==> src/rtl/traffic_light_top.sv <==
// Three-aspect traffic-light controller (RED -> GREEN -> YELLOW -> RED).
// Each state has its own dwell time, set by a parameter and clamped to 1..255.
// Optional checks are enabled by the macro TRAFFIC_LIGHT_PARAM_CHECK_EN:
//   - elaboration errors for durations outside 1..255
//   - run-time assertions on the state code and lamp one-hotness

module traffic_light_fsm #(
  parameter int RED_CYCLES    = 8,
  parameter int GREEN_CYCLES  = 6,
  parameter int YELLOW_CYCLES = 2
) (
  input  logic       clk,
  input  logic       rst_n,
  output logic       red,
  output logic       yellow,
  output logic       green,
  output logic [1:0] state
);

  typedef enum logic [1:0] {
    S_RED    = 2'b00,
    S_GREEN  = 2'b01,
    S_YELLOW = 2'b10,
    S_BAD    = 2'b11
  } state_e;

  function automatic logic [7:0] clamp_dur(input int v);
    if (v < 1)        return 8'd1;
    else if (v > 255) return 8'd255;
    else              return v[7:0];
  endfunction

  localparam logic [7:0] RED_D    = clamp_dur(RED_CYCLES);
  localparam logic [7:0] GREEN_D  = clamp_dur(GREEN_CYCLES);
  localparam logic [7:0] YELLOW_D = clamp_dur(YELLOW_CYCLES);

  logic [7:0] count_q, count_d;
  logic [7:0] dur;
  state_e     state_d;

  // Next-state and dwell-counter logic; the illegal code always falls back to RED.
  always_comb begin
    dur     = RED_D;
    state_d = S_RED;
    count_d = 8'd0;
    case (state)
      S_RED:    dur = RED_D;
      S_GREEN:  dur = GREEN_D;
      S_YELLOW: dur = YELLOW_D;
      default:  dur = RED_D;
    endcase
    if (state == S_BAD) begin
      state_d = S_RED;
      count_d = 8'd0;
    end else if (count_q == 8'(dur - 8'd1)) begin
      count_d = 8'd0;
      case (state)
        S_RED:    state_d = S_GREEN;
        S_GREEN:  state_d = S_YELLOW;
        default:  state_d = S_RED;
      endcase
    end else begin
      state_d = state_e'(state);
      count_d = count_q + 8'd1;
    end
  end

  // State and dwell counter registers with synchronous active-low reset.
  always_ff @(posedge clk) begin
    if (!rst_n) begin
      state   <= S_RED;
      count_q <= 8'd0;
    end else begin
      state   <= state_d;
      count_q <= count_d;
    end
  end

  // Moore lamp decode; the illegal code lights nothing.
  assign red    = (state == S_RED);
  assign yellow = (state == S_YELLOW);
  assign green  = (state == S_GREEN);

`ifdef TRAFFIC_LIGHT_PARAM_CHECK_EN
  if (RED_CYCLES < 1 || RED_CYCLES > 255) begin : g_bad_red
    $error("RED_CYCLES out of range 1..255");
  end
  if (GREEN_CYCLES < 1 || GREEN_CYCLES > 255) begin : g_bad_green
    $error("GREEN_CYCLES out of range 1..255");
  end
  if (YELLOW_CYCLES < 1 || YELLOW_CYCLES > 255) begin : g_bad_yellow
    $error("YELLOW_CYCLES out of range 1..255");
  end

  // Flag the illegal code and non-one-hot lamps whenever out of reset.
  always @(posedge clk) begin
    if (rst_n) begin
      assert (state != S_BAD) else $error("illegal state code 2'b11");
      if (state != S_BAD)
        assert ($onehot({red, yellow, green})) else $error("lamps not one-hot");
    end
  end
`endif

endmodule

// Thin wrapper: one controller instance, ports forwarded one-to-one.
module traffic_light_top #(
  parameter int RED_CYCLES    = 8,
  parameter int GREEN_CYCLES  = 6,
  parameter int YELLOW_CYCLES = 2
) (
  input  logic       clk,
  input  logic       rst_n,
  output logic       red,
  output logic       yellow,
  output logic       green,
  output logic [1:0] state
);

  traffic_light_fsm #(
    .RED_CYCLES   (RED_CYCLES),
    .GREEN_CYCLES (GREEN_CYCLES),
    .YELLOW_CYCLES(YELLOW_CYCLES)
  ) u_fsm (
    .clk   (clk),
    .rst_n (rst_n),
    .red   (red),
    .yellow(yellow),
    .green (green),
    .state (state)
  );

endmodule

==> config.mk <==
export PLATFORM = sky130hd
export DESIGN_NAME = traffic_light_top
export DESIGN_NICKNAME = d
export VERILOG_FILES = /design/src/rtl/traffic_light_top.sv
export SDC_FILE = /design/constraint.sdc
export NUM_CORES = 1
export LEC_CHECK = 0
export ABC_AREA = 1
export BUFFER_PORTS_ARGS = -buffer_cell sky130_fd_sc_hd__buf_2
export CORE_MARGIN = 3
export CORE_UTILIZATION = 40
export CTS_BUF_LIST = sky130_fd_sc_hd__clkbuf_4 sky130_fd_sc_hd__clkbuf_8 sky130_fd_sc_hd__clkbuf_16
export DETAILED_ROUTE_END_ITERATION = 8
export PLACE_DENSITY = 0.68
export SKIP_LAST_GASP = 1
export SYNTH_ARGS = -nofsm -noshare
export SYNTH_HDL_FRONTEND = slang
export SYNTH_SLANG_ARGS = --single-unit
==> constraint.sdc <==
create_clock -name clk -period 3.87 [get_ports clk]
set_input_delay 0.1935 -clock clk [delete_from_list [all_inputs] [get_ports clk]]
set_output_delay 0.1935 -clock clk [all_outputs]
set_load 0.02 [all_outputs]
After elaboration in Yosys (flattened, before gate mapping)
Cells that the tools add are included.

Input bits: 2. Output and inout port bits: 5. Bits in read-only memories: 0. Memory bits (writable): 0. Memories kept: 0. Bits in latches: 0. Register bits: 10. Word-level logic and storage cells: 14.

Muxes and demuxes: 2. Bitwise operators: 1. $lt $le $gt $ge: 0. Eq/ne operators: 4. Div/mod/pow operators: 0. Multiply operators: 0. Add/sub/neg operators: 2. Reductions and logical operators: 3. Shift-type cells: 0.

Operators with widths (number): $add A8 B1 Y8 const B (1); $eq A8 B8 Y1 (1); $pmux W4 S2 (1); $sub A4 B1 Y5 const B (1); $eq A2 B2 Y1 const B (2); $pmux W2 S2 (1); $reduce_or A3 Y1 (1); $eq A2 B1 Y1 const B (1); $logic_not A2 Y1 (1); $reduce_or A2 Y1 (1); $not A1 Y1 (1).

Longest topological paths before layout
Gate-level depths: netlist (run 1).

Word-level depth: 5. Depth in mapped cells: 10. Gate-level depth less buffers: 10.

Least setup slack after synthesis (run 1)
Ideal clock, no wire load.

Kind: register -> register. From: reg u_fsm.state[0]. To: reg u_fsm.count_q[0]. Clock period less this slack: 1.643 ns. Stages on the path, launching flop included: 9. Path slack: 2.227 ns. Buffers on the path: 0. Arrival: 1.520 ns. Cells stage by stage: dfxtp_1 inv_1 ha_1 nand2_1 nand2_1 nor2_2 nand2_2 o21ai_4 nor2_1.

Cells in the longest elaborated chain, start to end: 5. Elaborated cells on any way between the ends: 7. Those cells by class: 1 x add/sub; 4 x eq/ne; 1 x mux; 1 x reduce/logical.

Ends and longest elaborated chain: start, declared (RTL line 17) `output logic [1:0] state`; start signal, assigned (RTL line 74) `state <= state_d;`; $eq A2 B2 Y1 or $eq A2 B1 Y1 (tied branches) (RTL line 46) `case (state)`; $pmux W4 S2 (RTL line 46); $sub A4 B1 Y5 (RTL line 55) `end else if (count_q == 8'(dur - 8'd1)) begin`; $eq A8 B8 Y1 (RTL line 55); $reduce_or A3 Y1 (no line) (*); end signal, assigned (RTL line 75) `count_q <= count_d;`; end, declared (RTL line 37) `logic [7:0] count_q, count_d;`.

Mark *: on every way between the ends. The rest lies on a longest branch, timed or not. A chain may end at the register's enable or synchronous reset.

Final worst setup path (run 1)
From: reg u_fsm.state[0]. To: reg u_fsm.count_q[2].

Same word-level chain as after synthesis.

==> flow_summary.ini, run 1 <==
[synth]
synth_xor_area_frac = 0.06705
synthAdderAreaFrac = 0.1341
postSynthCellCount = 88
syn_area_um2 = 653.1
syn-num-nets = 97
yosys.area_share.simple = 0.3736
synth_area_per_cell_um2 = 7.422
synth-compound-area-share = 0.03257
synth_top_family_by_area = simple AND/OR/NAND/NOR gates
synth_cell_types = 16
ys_seq_area_frac = 0.3065
ys_warn_count = 0
ys_ff_latch = 10
muxShareOfSynthArea = 0

[die]
start_util = 0.4615
core_um2 = 1415
io-pin-count = 7
dieHeight_um = 46.41
num_rows = 13
die_w_um = 46.41
dieArea_um2 = 2154

[sta]
post-route-min-period_ps = 1664
clock_skew_ps = 0.9074
finalSetupTns_ps = 0
maxSlewHeadroom = 0.7822
setup_viol = 0
max_slew.worst_pin.slew_ps = 326.3
hold_viol = 0
drv_slew = 0
rsz0062_at_grt = false
fmax_ghz = 0.6009
fin_crit_sh = 0.4300

[drt]
dr_wl_met2_um = 478
wl_mm = 1.033
wl_met3_um = 38
wl_met1_um = 489
drt_pre_antenna_iters = 2
drt_first_iter_violations = 3
wire_per_inst_um = 9.223
highest_layer = met4
ant_nets = 0
vias_per_cell = 4.732
num_vias = 530
drc = 0

[power_and_ir_drop]
ir_drop_uv = 170.7
p_per_area_nw_per_um2 = 308.8
p_leak_nw = 0.3306
power.total_mw = 0.2245

[cts]
cts_tree = yes
cts_made_buffers = 3
cts_buffer_depth = 2
h-tree-depth = 1
cts_num_sinks = 10
clock_latency_ps = 260
clkTransAtPathRegs_ps = 60
cts_root_buffer = clkbuf_4
ctsHoldBuffers = 0
ctsResizeCount = 0
cts_post_setup_buffers_inserted = 0

[global_routing]
grt_pass1_wl_mm = 1.987
track_usage = 0.1317
grt_start_max_net_pins = 9
antenna_found_initial = 0
grt_pass1_vias = 478
overflow = 0

[worst_setup_path]
cp.arrival_ps = 1810
critPathCaptureType = register
cpPeakStageDelay_ps = 430
crit_type = register to register
crit_family = flip-flops
startpoint_type = register
crit_path_frequent_cell = nand2_1
worstPathMaxFanout = 8
cpMaxStageDelayCell = dfxtp_1
required_ps = 4020
path_buf_inv = 1
path_cells = inv_1, ha_1, nand2_1, nand2_1, nor2_2, nand2_2, o21ai_4, nor2_1

[cells_and_area]
stdcell_area_um2 = 726.9
finalNetCount = 107
layout.cells.non_filler = 112
final_core_utilization = 0.5137
drive_above_1_share = 0.2268
fillerInstances = 142
syn_to_final_growth_pct = 11.30
n_antenna_cell = 0

[run_status]
status = finished, final reports clean

[placement]
gp_congestion = 0.7590
dp.cells = 108
hpwlAfterDp_um = 829.4
io_buffers = 6
postPlaceCellArea_um2 = 690.7

[min_path]
holdCritPathClass = input pin to register

[job]
maxCapViolCount = 0
power by group:
group          switching, mW  leakage (nW)  internal, mW  total, mW
clock network         0.0360        0.0210        0.0571     0.0931
registers            0.00480        0.0812         0.106      0.111
logic                 0.0125         0.228       0.00821     0.0207
synth_stat cells, drive strengths merged:
cell	n	area (µm²)
buf	1	11.26
dfxtp	10	200.2
ha	7	87.58
inv	12	45.04
nand2	16	72.57
nand3	10	60.06
nand4	1	6.260
nor2	24	105.1
o21ai	2	21.27
xnor2	3	26.28
xor2	2	17.52
layout by cell type (no fill, tap or decap):
master and n:
o21ai_0 1, nand3_2 2, nand2_2 2, xnor2_1 3, xor2_1 2, dfxtp_1 10
nand4_1 1, buf_2 6, nor2_1 18, nand3_1 8, ha_1 7, clkbuf_4 3
clkbuf_8 1, nand2_4 1, nor2_2 6, o21ai_4 1, nand2_1 13, inv_1 12
sequential cells by signal, summed over array words and instances (netlist names):
| register | count |
|---|---|
| u_fsm.state | 2 |
| u_fsm.count_q | 8 |
final cells by class:
cell class | count | area, µm² | area share
clock buffers | 4 | 36.28 | 0.04991
inverters | 12 | 45.04 | 0.06196
multi-input cells | 65 | 396.6 | 0.5456
flip-flops and latches | 10 | 200.2 | 0.2754
well taps | 15 | 18.77 | 0.02582
repair buffers | 6 | 30.03 | 0.04131
logic make-up (layout without fill, tap and decap cells):
kind of cell / count (synthesis) / in the layout
and+or+nand+nor: 51 / 51
adders and majority gates: 7 / 7
buffers and inverters: 13 / 22
xor gates and xnor gates: 5 / 5
DFF: 10 / 10
AOI/OAI and AO/OA: 2 / 2
final timing paths:
kind	start	to	slack [ps]	cells after the start
max	u_fsm.state[0]	u_fsm.count_q[2]	2210	8
min	rst_n	u_fsm.state[0]	290	5
max reg2reg	u_fsm.state[0]	u_fsm.count_q[2]	2210	8
min reg2reg	u_fsm.count_q[0]	u_fsm.count_q[0]	480	1
routing by layer:
metal,track usage,up-vias
met3,0.03516,5
met5,0,-
met1,0.1655,229
li1,-,288
met2,0.1951,8
met4,0.08523,0
through the flow:
| stage | setup WS (ps) | hold WS, ps |
|---|---|---|
| finish | 2206 | 285.2 |
| global route | 1999 | 303.7 |
| CTS | 2179 | 288.8 |
| detailed placement | 2194 | 464.1 |
| global placement | 2208 | 458.9 |
| floorplan | 2227 | 432.6 |
worst min-delay path, cell delays in order:
cell     delay (ps)
buf_2           100
inv_1            40
nor2_1           80
nand2_1          80
nor2_1           30
Power figures use the tool's default switching activity.
==> run 2, diff against run 1 <==
==> constraint.sdc (replaced) <==
create_clock -name clk -period 1.64 [get_ports clk]
set_input_delay 0.082 -clock clk [delete_from_list [all_inputs] [get_ports clk]]
set_output_delay 0.082 -clock clk [all_outputs]
set_load 0.02 [all_outputs]
==> run 2 against run 1 <==
  * Sequential power rose by 130%
  * Combinational power is 150% higher
  * Non-clock buffer count increased by 1
  * Worst setup slack lost 2100 ps
==> flow_summary.ini, run 2 (same netlist as run 1, synthesis figures left out) <==
[drt]
drt_first_iter_violations = 4
wire_per_inst_um = 9.566
wl_mm = 1.081
num_vias = 520
drc = 0
drt_pre_antenna_iters = 4
vias_per_cell = 4.602
ant_nets = 0

[global_routing]
grt_pass1_vias = 452
track_usage = 0.1216
overflow = 0
antenna_found_initial = 0
grt_start_max_net_pins = 9
grt_pass1_wl_mm = 1.821

[worst_setup_path]
cp.arrival_ps = 1650
path_cells = inv_2, ha_4, nand2_1, nand2_1, nor2_2, nand2_2, o21ai_4, nor2_1
cpPeakStageDelay_ps = 380
crit_path_frequent_cell = nand2_1
startpoint_type = register
crit_type = register to register
required_ps = 1790
cpMaxStageDelayCell = dfxtp_4
critPathCaptureType = register
worstPathMaxFanout = 8

[cts]
cts_made_buffers = 3
cts_root_buffer = clkbuf_4
cts_tree = yes
cts_post_setup_buffers_inserted = 0
clock_latency_ps = 270
cts_num_sinks = 10
clkTransAtPathRegs_ps = 70
h-tree-depth = 1
cts_buffer_depth = 2

[sta]
clock_skew_ps = 4.537
max_slew.worst_pin.slew_ps = 320.7
whs_ps = 161.0
fin_crit_sh = 0.9153
post-route-min-period_ps = 1501
fmax_ghz = 0.6662
hold_viol = 0
maxSlewHeadroom = 0.7854
drv_slew = 0
setup_viol = 0

[power_and_ir_drop]
power.total_mw = 0.5332
p_per_area_nw_per_um2 = 710.2
ir_drop_uv = 554.9
p_leak_nw = 0.3385

[placement]
io_buffers = 6
gp_congestion = 0.7694
hpwlAfterDp_um = 843.6

[die]
io-pin-count = 7
dieArea_um2 = 2154
core_um2 = 1415
die_w_um = 46.41
dieHeight_um = 46.41
start_util = 0.4615
num_rows = 13

[cells_and_area]
largest-register = u_fsm.count_q
drive_above_1_share = 0.2653
largestRegisters = u_fsm.count_q (8), u_fsm.state (2)
largest_reg_flops = 8
final_cell_mix = nor2_1, nand2_1, inv_1, dfxtp_1, nand3_1
n_antenna_cell = 0
final_common_cell = nor2_1
finalNetCount = 108
syn_to_final_growth_pct = 14.94

[job]
maxCapViolCount = 0

[min_path]
holdCritPathClass = input pin to register

[run_status]
status = finished, final reports clean
-- run 2: critical path: cells and delay by family, from the launching register on --
kind | cells | cell delay (ps)
AO/OA/AOI/OAI | 1 | 290
flip-flops | 1 | 380
AND/OR/NAND/NOR | 5 | 410
buffers and inverters | 1 | 60
adder cells (fa/ha/maj) | 1 | 250
-- run 2: repair_timing --
item / CTS / global route
hold buffers: 0 / 0
resized for setup: 0 / 3
endpoints found under the setup margin: 0 / 9
-- run 2: path summary, 6_finish.rpt --
path                                       start                to  slack [ps]  cells past startpoint
worst max-delay path              u_fsm.state[0]  u_fsm.count_q[2]         140                      8
worst min-delay path                       rst_n    u_fsm.state[0]         160                      5
worst min register to register  u_fsm.count_q[0]  u_fsm.count_q[0]         480                      1
worst max register to register    u_fsm.state[0]  u_fsm.count_q[2]         140                      8
-- run 2: stage by stage --
step           std cells    util  instance area [µm²]  TNS [ps]  setup slack [ps]
3_5_place_dp         109  0.4943                699.4         0             32.14
4_1_cts              113  0.5199                735.7         0             12.01
6_report             113  0.5305                750.7         0             139.0
2_1_floorplan         88       -                654.4         0             14.86
3_3_place_gp         109  0.4943                699.4         0             74.86
5_1_grt              113  0.5305                750.7    -5.664            -5.664
-- run 2: where the power goes --
| part | internal (mW) | leakage, nW | switching (mW) | total [mW] |
|---|---|---|---|---|
| registers | 0.248 | 0.0820 | 0.0111 | 0.259 |
| clock network | 0.135 | 0.0210 | 0.0880 | 0.223 |
| logic | 0.0203 | 0.236 | 0.0306 | 0.0509 |
-- run 2: routing by layer --
metal,global-route usage,vias to the layer above,part of all wire
li1,-,286,-
met5,0,-,0
met4,0.08523,0,0.018
met1,0.1522,222,0.48
met3,0.02344,4,0.036
met2,0.1841,8,0.46
-- run 2: cell type report --
| type | instances | area (µm²) |
|---|---|---|
| Fill cell | 144 | 664.4 |
| Tap cell | 15 | 18.77 |
| Clock buffer | 4 | 36.28 |
| Inverter | 12 | 45.04 |
| Sequential cell | 10 | 203.9 |
| Timing Repair Buffer | 7 | 37.54 |
| Multi-Input combinational cell | 65 | 409.1 |
==> run 3, diff against run 2 <==
--- a/config.mk
+++ b/config.mk
@@ -6,12 +6,12 @@
 export NUM_CORES = 1
 export LEC_CHECK = 0
 export ABC_AREA = 1
-export BUFFER_PORTS_ARGS = -buffer_cell sky130_fd_sc_hd__buf_2
 export CORE_MARGIN = 3
 export CORE_UTILIZATION = 40
 export CTS_BUF_LIST = sky130_fd_sc_hd__clkbuf_4 sky130_fd_sc_hd__clkbuf_8 sky130_fd_sc_hd__clkbuf_16
 export DETAILED_ROUTE_END_ITERATION = 8
-export PLACE_DENSITY = 0.68
+export DONT_BUFFER_PORTS = 1
+export PLACE_DENSITY = 0.64
 export SKIP_LAST_GASP = 1
 export SYNTH_ARGS = -nofsm -noshare
 export SYNTH_HDL_FRONTEND = slang
==> run 3 against run 2 <==
  * Fmax down 1.4%
  * Power down 0.47%
  * Critical path type unchanged
  * Worst setup slack worse by 21 ps
==> flow_summary.ini, run 3 (same netlist as run 1, synthesis figures left out) <==
[run_status]
status = finished, final reports clean

[drt]
vias_per_cell = 4.769
ant_nets = 0
wl_mm = 1.072
drc = 0
wire_per_inst_um = 9.926
num_vias = 515
drt_first_iter_violations = 8
drt_pre_antenna_iters = 4

[sta]
maxSlewHeadroom = 0.7860
hold_viol = 0
finalSetupTns_ps = 0
drv_slew = 0
post-route-min-period_ps = 1522
rsz0062_at_grt = false
clock_skew_ps = 0.5239
setup_viol = 0
fin_crit_sh = 0.9278
fmax_ghz = 0.6572
max_slew.worst_pin.slew_ps = 320.5

[cells_and_area]
largestRegisters = u_fsm.count_q (8), u_fsm.state (2)
largest_reg_flops = 8
stdcell_area_um2 = 726.9
final_cell_mix = nor2_1, nand2_1, inv_1, nand3_1, dfxtp_1
syn_to_final_growth_pct = 11.30
n_antenna_cell = 0
final_common_cell = nor2_1
finalNetCount = 103
largest-register = u_fsm.count_q
drive_above_1_share = 0.2473
fillerInstances = 143

[global_routing]
antenna_found_initial = 0
track_usage = 0.1303
grt_pass1_wl_mm = 1.918
grt_start_max_net_pins = 9
grt_pass1_vias = 453
overflow = 0

[worst_setup_path]
reg2reg_to = u_fsm.count_q[5]
startpoint_type = register
cpMaxStageDelayCell = dfxtp_2
r2r_start = u_fsm.state[1]
cpPeakStageDelay_ps = 320
path_cells = buf_4, ha_1, nand2_4, nand2_1, nor2_2, nand2_2, o21ai_4, nor2_1
path_buf_inv = 1
r2r_cells = 8
startpoint = u_fsm.state[1]
r2r_slack_ps = 120
worstPathMaxFanout = 8
cp.arrival_ps = 1670
crit_type = register to register
crit_family = simple AND/OR/NAND/NOR gates
critPathCaptureType = register
required_ps = 1790

[die]
core_um2 = 1415
start_util = 0.4615
io-pin-count = 7
dieArea_um2 = 2154
num_rows = 13
dieHeight_um = 46.41
die_w_um = 46.41

[power_and_ir_drop]
p_per_area_nw_per_um2 = 730.0
p_leak_nw = 0.3160
ir_drop_uv = 407.1

[cts]
cts_root_buffer = clkbuf_4
cts_made_buffers = 3
ctsHoldBuffers = 0
clock_latency_ps = 260
cts_post_setup_buffers_inserted = 0
cts_buffer_depth = 2
cts_tree = yes
clkTransAtPathRegs_ps = 60
cts_num_sinks = 10
h-tree-depth = 1

[min_path]
worstHoldEndpoint = u_fsm.state[1]
worstHoldPathCells = 4
holdCritStartpoint = rst_n
holdCritPathClass = input pin to register

[placement]
gp_congestion = 0.7592
io_buffers = 0
postPlaceCellArea_um2 = 676.9
hpwlAfterDp_um = 820.3

[job]
maxCapViolCount = 0
-- run 3: cell count changes in the layout (fill, tap and decap cells not counted), sizes merged --
cell	previous run	this run
buf	7	2
-- run 3: per-layer routing --
metal	GRT usage	share of wire	up-vias
met5	0	0	-
met4	0.08523	0.025	0
met3	0.05078	0.063	4
met2	0.1841	0.45	11
met1	0.1612	0.46	220
li1	-	-	280
-- run 3: worst min-delay path: stages --
cell and delay [ps]:
inv_1 30, nor2_1 70, nand2_1 70, nor2_1 30
-- run 3: cell type report --
type                       count  area, µm²  area share
inverter                      12      45.04     0.06196
timing repair buffer           2      15.01     0.02065
clock buffer                   4      36.28     0.04991
multi-input combinational     65      409.1      0.5628
tap                           15      18.77     0.02582
sequential                    10      202.7      0.2788
-- run 3: power breakdown --
part	switching, mW	total, mW	internal, mW
logic	0.0300	0.0497	0.0196
registers	0.0111	0.261	0.250
clock network	0.0851	0.220	0.135
-- run 3: worst max-delay path by stage --
stage / to / depth (start not counted) / slack [ps]
6_report: u_fsm.count_q[5] / 8 / 120
5_1_grt: u_fsm.count_q[5] / 8 / 0.9
4_1_cts: u_fsm.count_q[5] / 9 / 70
3_5_place_dp: u_fsm.count_q[5] / 9 / 80
3_3_place_gp: u_fsm.count_q[6] / 8 / 140
2_1_floorplan: u_fsm.count_q[0] / 9 / 10
-- run 3: metrics by stage --
stage	cells	util	hold slack (ps)	worst slack, ps	power, mW
2_1_floorplan	88	-	313.7	14.86	0.3099
3_3_place_gp	104	0.4783	332.8	141.7	0.3144
3_5_place_dp	104	0.4783	348.2	76.88	0.3161
4_1_cts	108	0.5040	56.83	68.34	0.5428
5_1_grt	108	0.5137	96.26	0.8880	0.5661
6_report	108	0.5137	61.89	118.4	0.5306
-- run 3: timing repair --
item | 4_1_cts | 5_1_grt
endpoints found under the setup margin | 0 | 8
hold endpoints to repair | 0 | 0
resized for setup | 0 | 4
